--- config.mk ---
export PLATFORM = sky130hd
export DESIGN_NAME = morse_char_encoder
export DESIGN_NICKNAME = d
export VERILOG_FILES = /design/src/rtl/morse_pkg.sv /design/src/rtl/morse_rom.sv /design/src/rtl/morse_char_encoder.sv
export SDC_FILE = /design/constraint.sdc
export NUM_CORES = 1
export LEC_CHECK = 0
export CORE_ASPECT_RATIO = 0.5
export CORE_UTILIZATION = 44
export CTS_CLUSTER_SIZE = 16
export DETAILED_ROUTE_END_ITERATION = 8
export PLACE_DENSITY_LB_ADDON = 0.12
export SETUP_SLACK_MARGIN = 0.2
export SLEW_MARGIN = 10
export SYNTH_ARGS = -nofsm -noshare
export SYNTH_HDL_FRONTEND = slang
export SYNTH_SLANG_ARGS = --single-unit
export TNS_END_PERCENT = 50
--- constraint.sdc ---
create_clock -name clk -period 1.6 [get_ports clk]
set_clock_uncertainty 0.2 [all_clocks]
set_input_delay 0.32 -clock clk [delete_from_list [all_inputs] [get_ports clk]]
set_output_delay 0.32 -clock clk [all_outputs]
set_load 0.005 [all_outputs]
--- src/rtl/morse_pkg.sv ---
// Shared Morse definitions: character codes, default timing gaps, FSM states and
// the ITU symbol table (len symbols, pattern LSB first, 0 = dot, 1 = dash).
package morse_pkg;

   localparam int CODE_WORD_SPACE = 36;
   localparam int CODE_MAX_VALID  = 36;

   localparam int DEF_SYM_GAP  = 2;
   localparam int DEF_CHAR_GAP = 4;
   localparam int DEF_WORD_GAP = 8;

   typedef enum logic [2:0] {
      ST_IDLE,
      ST_SYM,
      ST_SYM_GAP,
      ST_CSPACE,
      ST_CGAP,
      ST_WSPACE,
      ST_WGAP
   } morse_state_t;

   typedef struct packed {
      logic [2:0] len;
      logic [4:0] pat;
   } morse_sym_t;

   function automatic morse_sym_t sym_lookup(input logic [5:0] idx);
      case (idx)
         6'd0:  sym_lookup = {3'd2, 5'b00010};  // A .-
         6'd1:  sym_lookup = {3'd4, 5'b00001};  // B -...
         6'd2:  sym_lookup = {3'd4, 5'b00101};  // C -.-.
         6'd3:  sym_lookup = {3'd3, 5'b00001};  // D -..
         6'd4:  sym_lookup = {3'd1, 5'b00000};  // E .
         6'd5:  sym_lookup = {3'd4, 5'b00100};  // F ..-.
         6'd6:  sym_lookup = {3'd3, 5'b00011};  // G --.
         6'd7:  sym_lookup = {3'd4, 5'b00000};  // H ....
         6'd8:  sym_lookup = {3'd2, 5'b00000};  // I ..
         6'd9:  sym_lookup = {3'd4, 5'b01110};  // J .---
         6'd10: sym_lookup = {3'd3, 5'b00101};  // K -.-
         6'd11: sym_lookup = {3'd4, 5'b00010};  // L .-..
         6'd12: sym_lookup = {3'd2, 5'b00011};  // M --
         6'd13: sym_lookup = {3'd2, 5'b00001};  // N -.
         6'd14: sym_lookup = {3'd3, 5'b00111};  // O ---
         6'd15: sym_lookup = {3'd4, 5'b00110};  // P .--.
         6'd16: sym_lookup = {3'd4, 5'b01011};  // Q --.-
         6'd17: sym_lookup = {3'd3, 5'b00010};  // R .-.
         6'd18: sym_lookup = {3'd3, 5'b00000};  // S ...
         6'd19: sym_lookup = {3'd1, 5'b00001};  // T -
         6'd20: sym_lookup = {3'd3, 5'b00100};  // U ..-
         6'd21: sym_lookup = {3'd4, 5'b01000};  // V ...-
         6'd22: sym_lookup = {3'd3, 5'b00110};  // W .--
         6'd23: sym_lookup = {3'd4, 5'b01001};  // X -..-
         6'd24: sym_lookup = {3'd4, 5'b01101};  // Y -.--
         6'd25: sym_lookup = {3'd4, 5'b00011};  // Z --..
         6'd26: sym_lookup = {3'd5, 5'b11111};  // 0 -----
         6'd27: sym_lookup = {3'd5, 5'b11110};  // 1 .----
         6'd28: sym_lookup = {3'd5, 5'b11100};  // 2 ..---
         6'd29: sym_lookup = {3'd5, 5'b11000};  // 3 ...--
         6'd30: sym_lookup = {3'd5, 5'b10000};  // 4 ....-
         6'd31: sym_lookup = {3'd5, 5'b00000};  // 5 .....
         6'd32: sym_lookup = {3'd5, 5'b00001};  // 6 -....
         6'd33: sym_lookup = {3'd5, 5'b00011};  // 7 --...
         6'd34: sym_lookup = {3'd5, 5'b00111};  // 8 ---..
         6'd35: sym_lookup = {3'd5, 5'b01111};  // 9 ----.
         default: sym_lookup = {3'd0, 5'b00000};
      endcase
   endfunction

endpackage

--- src/rtl/morse_rom.sv ---
// Combinational character-code lookup; word space is valid but carries no symbols.
module morse_rom
   import morse_pkg::*;
#(
   parameter int CODE_W = 6
) (
   input  logic [CODE_W-1:0] code,
   output logic              valid,
   output logic [2:0]        len,
   output logic [4:0]        pat
);

   morse_sym_t ent;

   always_comb begin
      valid = (code <= CODE_W'(CODE_MAX_VALID));
      ent   = sym_lookup(6'(code));
      len   = ent.len;
      pat   = ent.pat;
   end

endmodule

--- src/rtl/morse_char_encoder.sv ---
// Character-to-pulse encoder: one char per handshake, registered one-cycle
// dot/dash/space/error requests spaced for the downstream transmit FSM.
//
//   state      | meaning
//   -----------+--------------------------------------------------
//   ST_IDLE    | ready for a character
//   ST_SYM     | dot or dash pulse is on the output
//   ST_SYM_GAP | inter-symbol spacing, SYM_GAP-1 cycles
//   ST_CSPACE  | char-space pulse is on the output
//   ST_CGAP    | post-character spacing, CHAR_GAP-1 cycles
//   ST_WSPACE  | word-space pulse is on the output
//   ST_WGAP    | post-word spacing, WORD_GAP-1 cycles
module morse_char_encoder
   import morse_pkg::*;
#(
   parameter int CODE_W   = 6,
   parameter int SYM_GAP  = DEF_SYM_GAP,
   parameter int CHAR_GAP = DEF_CHAR_GAP,
   parameter int WORD_GAP = DEF_WORD_GAP
) (
   input  logic              clk,
   input  logic              rst,
   input  logic              char_valid,
   input  logic [CODE_W-1:0] char_code,
   output logic              char_ready,
   output logic              dot_out,
   output logic              dash_out,
   output logic              char_space_out,
   output logic              word_space_out,
   output logic              err_out,
   output logic              busy
);

   localparam int CNT_W = $clog2(WORD_GAP + 1);

   morse_state_t     state_q, state_d;
   logic [CNT_W-1:0] cnt_q, cnt_d;
   logic [4:0]       pat_q, pat_d;
   logic [2:0]       left_q, left_d;
   logic             dot_d, dash_d, csp_d, wsp_d, err_d;
   logic             rom_valid;
   logic [2:0]       rom_len;
   logic [4:0]       rom_pat;
   logic             take;

   morse_rom #(.CODE_W(CODE_W)) u_rom (
      .code  (char_code),
      .valid (rom_valid),
      .len   (rom_len),
      .pat   (rom_pat)
   );

   assign char_ready = (state_q == ST_IDLE) && !rst;
   assign busy       = (state_q != ST_IDLE);
   assign take       = char_valid && char_ready;

   // Pulses are computed from the transition into a state so that each
   // registered pulse lines up with the cycle spent in that state.
   always_comb begin
      state_d = state_q;
      cnt_d   = cnt_q;
      pat_d   = pat_q;
      left_d  = left_q;
      dot_d   = 1'b0;
      dash_d  = 1'b0;
      csp_d   = 1'b0;
      wsp_d   = 1'b0;
      err_d   = 1'b0;
      case (state_q)
         ST_IDLE: begin
            if (take) begin
               if (!rom_valid) begin
                  err_d = 1'b1;
               end else if (char_code == CODE_W'(CODE_WORD_SPACE)) begin
                  state_d = ST_WSPACE;
                  wsp_d   = 1'b1;
               end else begin
                  state_d = ST_SYM;
                  pat_d   = rom_pat;
                  left_d  = rom_len;
                  dot_d   = !rom_pat[0];
                  dash_d  = rom_pat[0];
               end
            end
         end
         ST_SYM: begin
            pat_d   = pat_q >> 1;
            left_d  = left_q - 3'd1;
            cnt_d   = CNT_W'(SYM_GAP - 2);
            state_d = ST_SYM_GAP;
         end
         ST_SYM_GAP: begin
            if (cnt_q != '0) begin
               cnt_d = cnt_q - CNT_W'(1);
            end else if (left_q != 3'd0) begin
               state_d = ST_SYM;
               dot_d   = !pat_q[0];
               dash_d  = pat_q[0];
            end else begin
               state_d = ST_CSPACE;
               csp_d   = 1'b1;
            end
         end
         ST_CSPACE: begin
            cnt_d   = CNT_W'(CHAR_GAP - 2);
            state_d = ST_CGAP;
         end
         ST_CGAP: begin
            if (cnt_q != '0) cnt_d = cnt_q - CNT_W'(1);
            else             state_d = ST_IDLE;
         end
         ST_WSPACE: begin
            cnt_d   = CNT_W'(WORD_GAP - 2);
            state_d = ST_WGAP;
         end
         ST_WGAP: begin
            if (cnt_q != '0) cnt_d = cnt_q - CNT_W'(1);
            else             state_d = ST_IDLE;
         end
         default: state_d = ST_IDLE;
      endcase
   end

   always_ff @(posedge clk) begin
      if (rst) begin
         state_q        <= ST_IDLE;
         cnt_q          <= '0;
         pat_q          <= '0;
         left_q         <= '0;
         dot_out        <= 1'b0;
         dash_out       <= 1'b0;
         char_space_out <= 1'b0;
         word_space_out <= 1'b0;
         err_out        <= 1'b0;
      end else begin
         state_q        <= state_d;
         cnt_q          <= cnt_d;
         pat_q          <= pat_d;
         left_q         <= left_d;
         dot_out        <= dot_d;
         dash_out       <= dash_d;
         char_space_out <= csp_d;
         word_space_out <= wsp_d;
         err_out        <= err_d;
      end
   end

endmodule

==> summary.txt <==
Status
  • Outcome: finished, violations left
  • Violated checks: negative setup slack

STA
  • Setup violators final: 19
  • Final Hold Viols: 0
  • Max Slew Vio Count: 0
  • Final hold slack: 0.265 ns
  • TNS Setup: -2.52 ns
  • Measured slew at the worst slew-check pin: 0.358 ns
  • Period utilization: 117%
  • PnR worst setup slack: -0.274 ns
  • Fmax: 534 MHz
  • Tmin final: 1.87 ns
  • Worst-case headroom to the max-slew limit: 75.9%
  • RSZ-0062 raised after global routing: true

Cells and area
  • Share of post-route cells with drive strength above 1: 53.5%
  • Fin nets: 301
  • Final Util: 84.7%
  • Design area: 2700 sq um
  • P&R area growth vs syn: 72.9%
  • Diodes inserted: 0
  • Fill count: 181
  • Finished Layout Cells: 330

Critical path
  • WP data arrival: 1.87 ns
  • R2R cell count: 8
  • CP max FO: 3
  • Critical Path Slowest Stage Cell: or3_4
  • CP max stage delay: 0.41 ns
  • CP Launch Type: primary input
  • CP Class: in -> reg
  • Worst Setup End Kind: register
  • Worst EP required: 1.60 ns
  • CP Cell Sequence: dlygate4sd2_1 > and2b_1 > nand3_2 > or3_4 > a211o_1 > a21oi_1

Placement
  • Dpl hpwl: 3430 um
  • IO buf count: 15
  • Placed cell area: 2220 sq um
  • Pre-CTS worst setup slack: -0.800 ns
  • Placed insts: 309
  • Final GP Congestion: 0.884

Clock network
  • CTS Buf Count: 3
  • Clock tree root driver cell: clkbuf_8
  • Clock tree buffer depth: 2
  • Clock sinks: 20
  • Clk slew on worst S/H paths: 0.08 ns
  • CTS tree: yes
  • Htree depth: 1
  • Clk_lat worst skew: 0.27 ns

Global routing
  • Number of global-route vias before repair: 1856
  • Largest net degree at the start of global routing: 12
  • Antenna violations before repair: 0
  • GR Overflow Total: 0
  • Total global-route track usage: 31.7%
  • First-pass GRT wire length: 9180 um

Pwr
  • Sw power: 1.61 mW
  • VDD IR max: 0.618 mV
  • Power density over cell area: 1410 nW/um^2
  • Clock power frac: 10.7%
  • Flop pwr share: 20.0%
  • Int Pwr: 2.20 mW
  • Sw frac: 42.2%
  • Leak Pwr: 1.14 nW
  • Total power draw: 3.81 mW
  • Logic gate share of total power: 69.2%

Synth
  • Most common cell in the netlist: nor2_1
  • Mapped Area: 1560 sq um
  • Syn Area/Cell: 7.70 sq um
  • Ys Warns: 0
  • Async set-reset flop share out of synthesis: 0%
  • Post-synth top cells: nor2_1, dfxtp_1, inv_1, nand2_1, o21ai_0
  • Top cells by area, synth: dfxtp_1, ha_1, nor2_1
  • Cells after Synth: 203
  • Synth Flop Type: dfxtp_1
  • Yosys top cell by area: dfxtp_1
  • Post-synth EDFFs: 0
  • Register bit total from synthesis: 20
  • Syn nets: 221
  • Synth top area share: 25.6%
  • Post-synth cell types: 56
  • Sequential-to-total area share from yosys stat: 25.6%

Die
  • Initial Util: 49.0%
  • Die area: 3810 sq um
  • Die H: 44.1 um
  • DIE WIDTH: 86.3 um
  • Core Region: 3190 sq um
  • Num rows: 14
  • Top Ports: 16

Detailed routing
  • DR iter-0 viols: 123
  • Routed Antenna Nets: 0
  • Vias: 1982
  • WL final: 6020 um
  • Vias per inst: 6.01
  • Avg WL per Cell: 18.2 um
  • Residual DRC: 0
  • First-pass detailed-route iteration total: 5

Worst hold path
  • Hold Crit Class: reg -> reg
  • Hold depth: 2

Run
  • Max-cap violations: 0
## sequential cells by signal (all words and copies together) (netlist names)
signal,flops
dash_out,1
left_q,3
char_space_out,1
dot_out,1
cnt_q,4
err_out,1
word_space_out,1
state_q,3
pat_q,5
## worst max-delay path: cells and delay by family
| family | cells | cell delay [ns] |
|---|---|---|
| AOI/OAI and AO/OA | 2 | 0.47 |
| and+or+nand+nor | 3 | 0.79 |
| buffers and inverters | 1 | 0.29 |
## layer usage
layer | track usage (%) | up-vias | share of wire, %
li1 | - | 890 | -
met1 | 38.0 | 953 | 41
met2 | 58.4 | 102 | 49
met3 | 4.66 | 37 | 5.5
met4 | 13.3 | 0 | 4.8
met5 | 0 | - | 0
## cells in the final DEF (no fill, tap or decap), types with 4 or more instances in the layout
master and n:
nand2_1 11, ha_4 4, a211oi_1 4, nor2_1 18, inv_2 5, ha_1 5
nand2b_1 4, buf_4 54, dfxtp_1 15, a21oi_1 6, dfxtp_2 5, clkbuf_8 4
nor2_2 6, dlygate4sd2_1 9, a221oi_2 4, buf_6 17, buf_2 4, nand3_1 5
o21ai_0 11, inv_1 8
## layout make-up
class | count | area (sq um) | area share [%]
Clock buffer | 4 | 55.1 | 2.04
Inverter | 15 | 73.8 | 2.73
Multi-Input combinational cell | 155 | 1350 | 50.1
Sequential cell | 20 | 407 | 15.1
Tap cell | 48 | 60.1 | 2.22
Timing Repair Buffer | 88 | 753 | 27.9
## power by group through the flow
stage               registers, mW  logic (mW)  clock network, mW
floorplan                   0.729        1.04                  0
global placement            0.727        1.73                  0
detailed placement          0.734        1.78                  0
CTS                         0.750        2.28              0.400
global route                0.776        2.75              0.430
finish                      0.763        2.64              0.408
## path summary, 6_finish.rpt
path / end / slack [ns] / from
worst max-delay path: state_q[2] / -0.27 / char_code[3]
worst min register to register: pat_q[4] / 0.27 / pat_q[4]
worst max register to register: state_q[2] / -0.25 / state_q[0]
worst min-delay path: pat_q[4] / 0.27 / pat_q[4]
## timing repair
action / in CTS / in global routing
gates resized for setup: 81 / 25
hold buffers: 0 / 0
endpoints found under the setup margin: 27 / 22
pin swaps: 38 / 9
setup buffers: 17 / 0
## kinds of logic after synthesis
kind of cell               share of synthesized area, %
AOI/OAI and AO/OA                                  27.3
muxes                                              3.44
adders and majority gates                          7.21
and+or+nand+nor                                    25.9
xor gates and xnor gates                           1.68
buffers and inverters                              8.81
DFF                                                25.6
No activity file was read; power rests on OpenSTA's default activity.
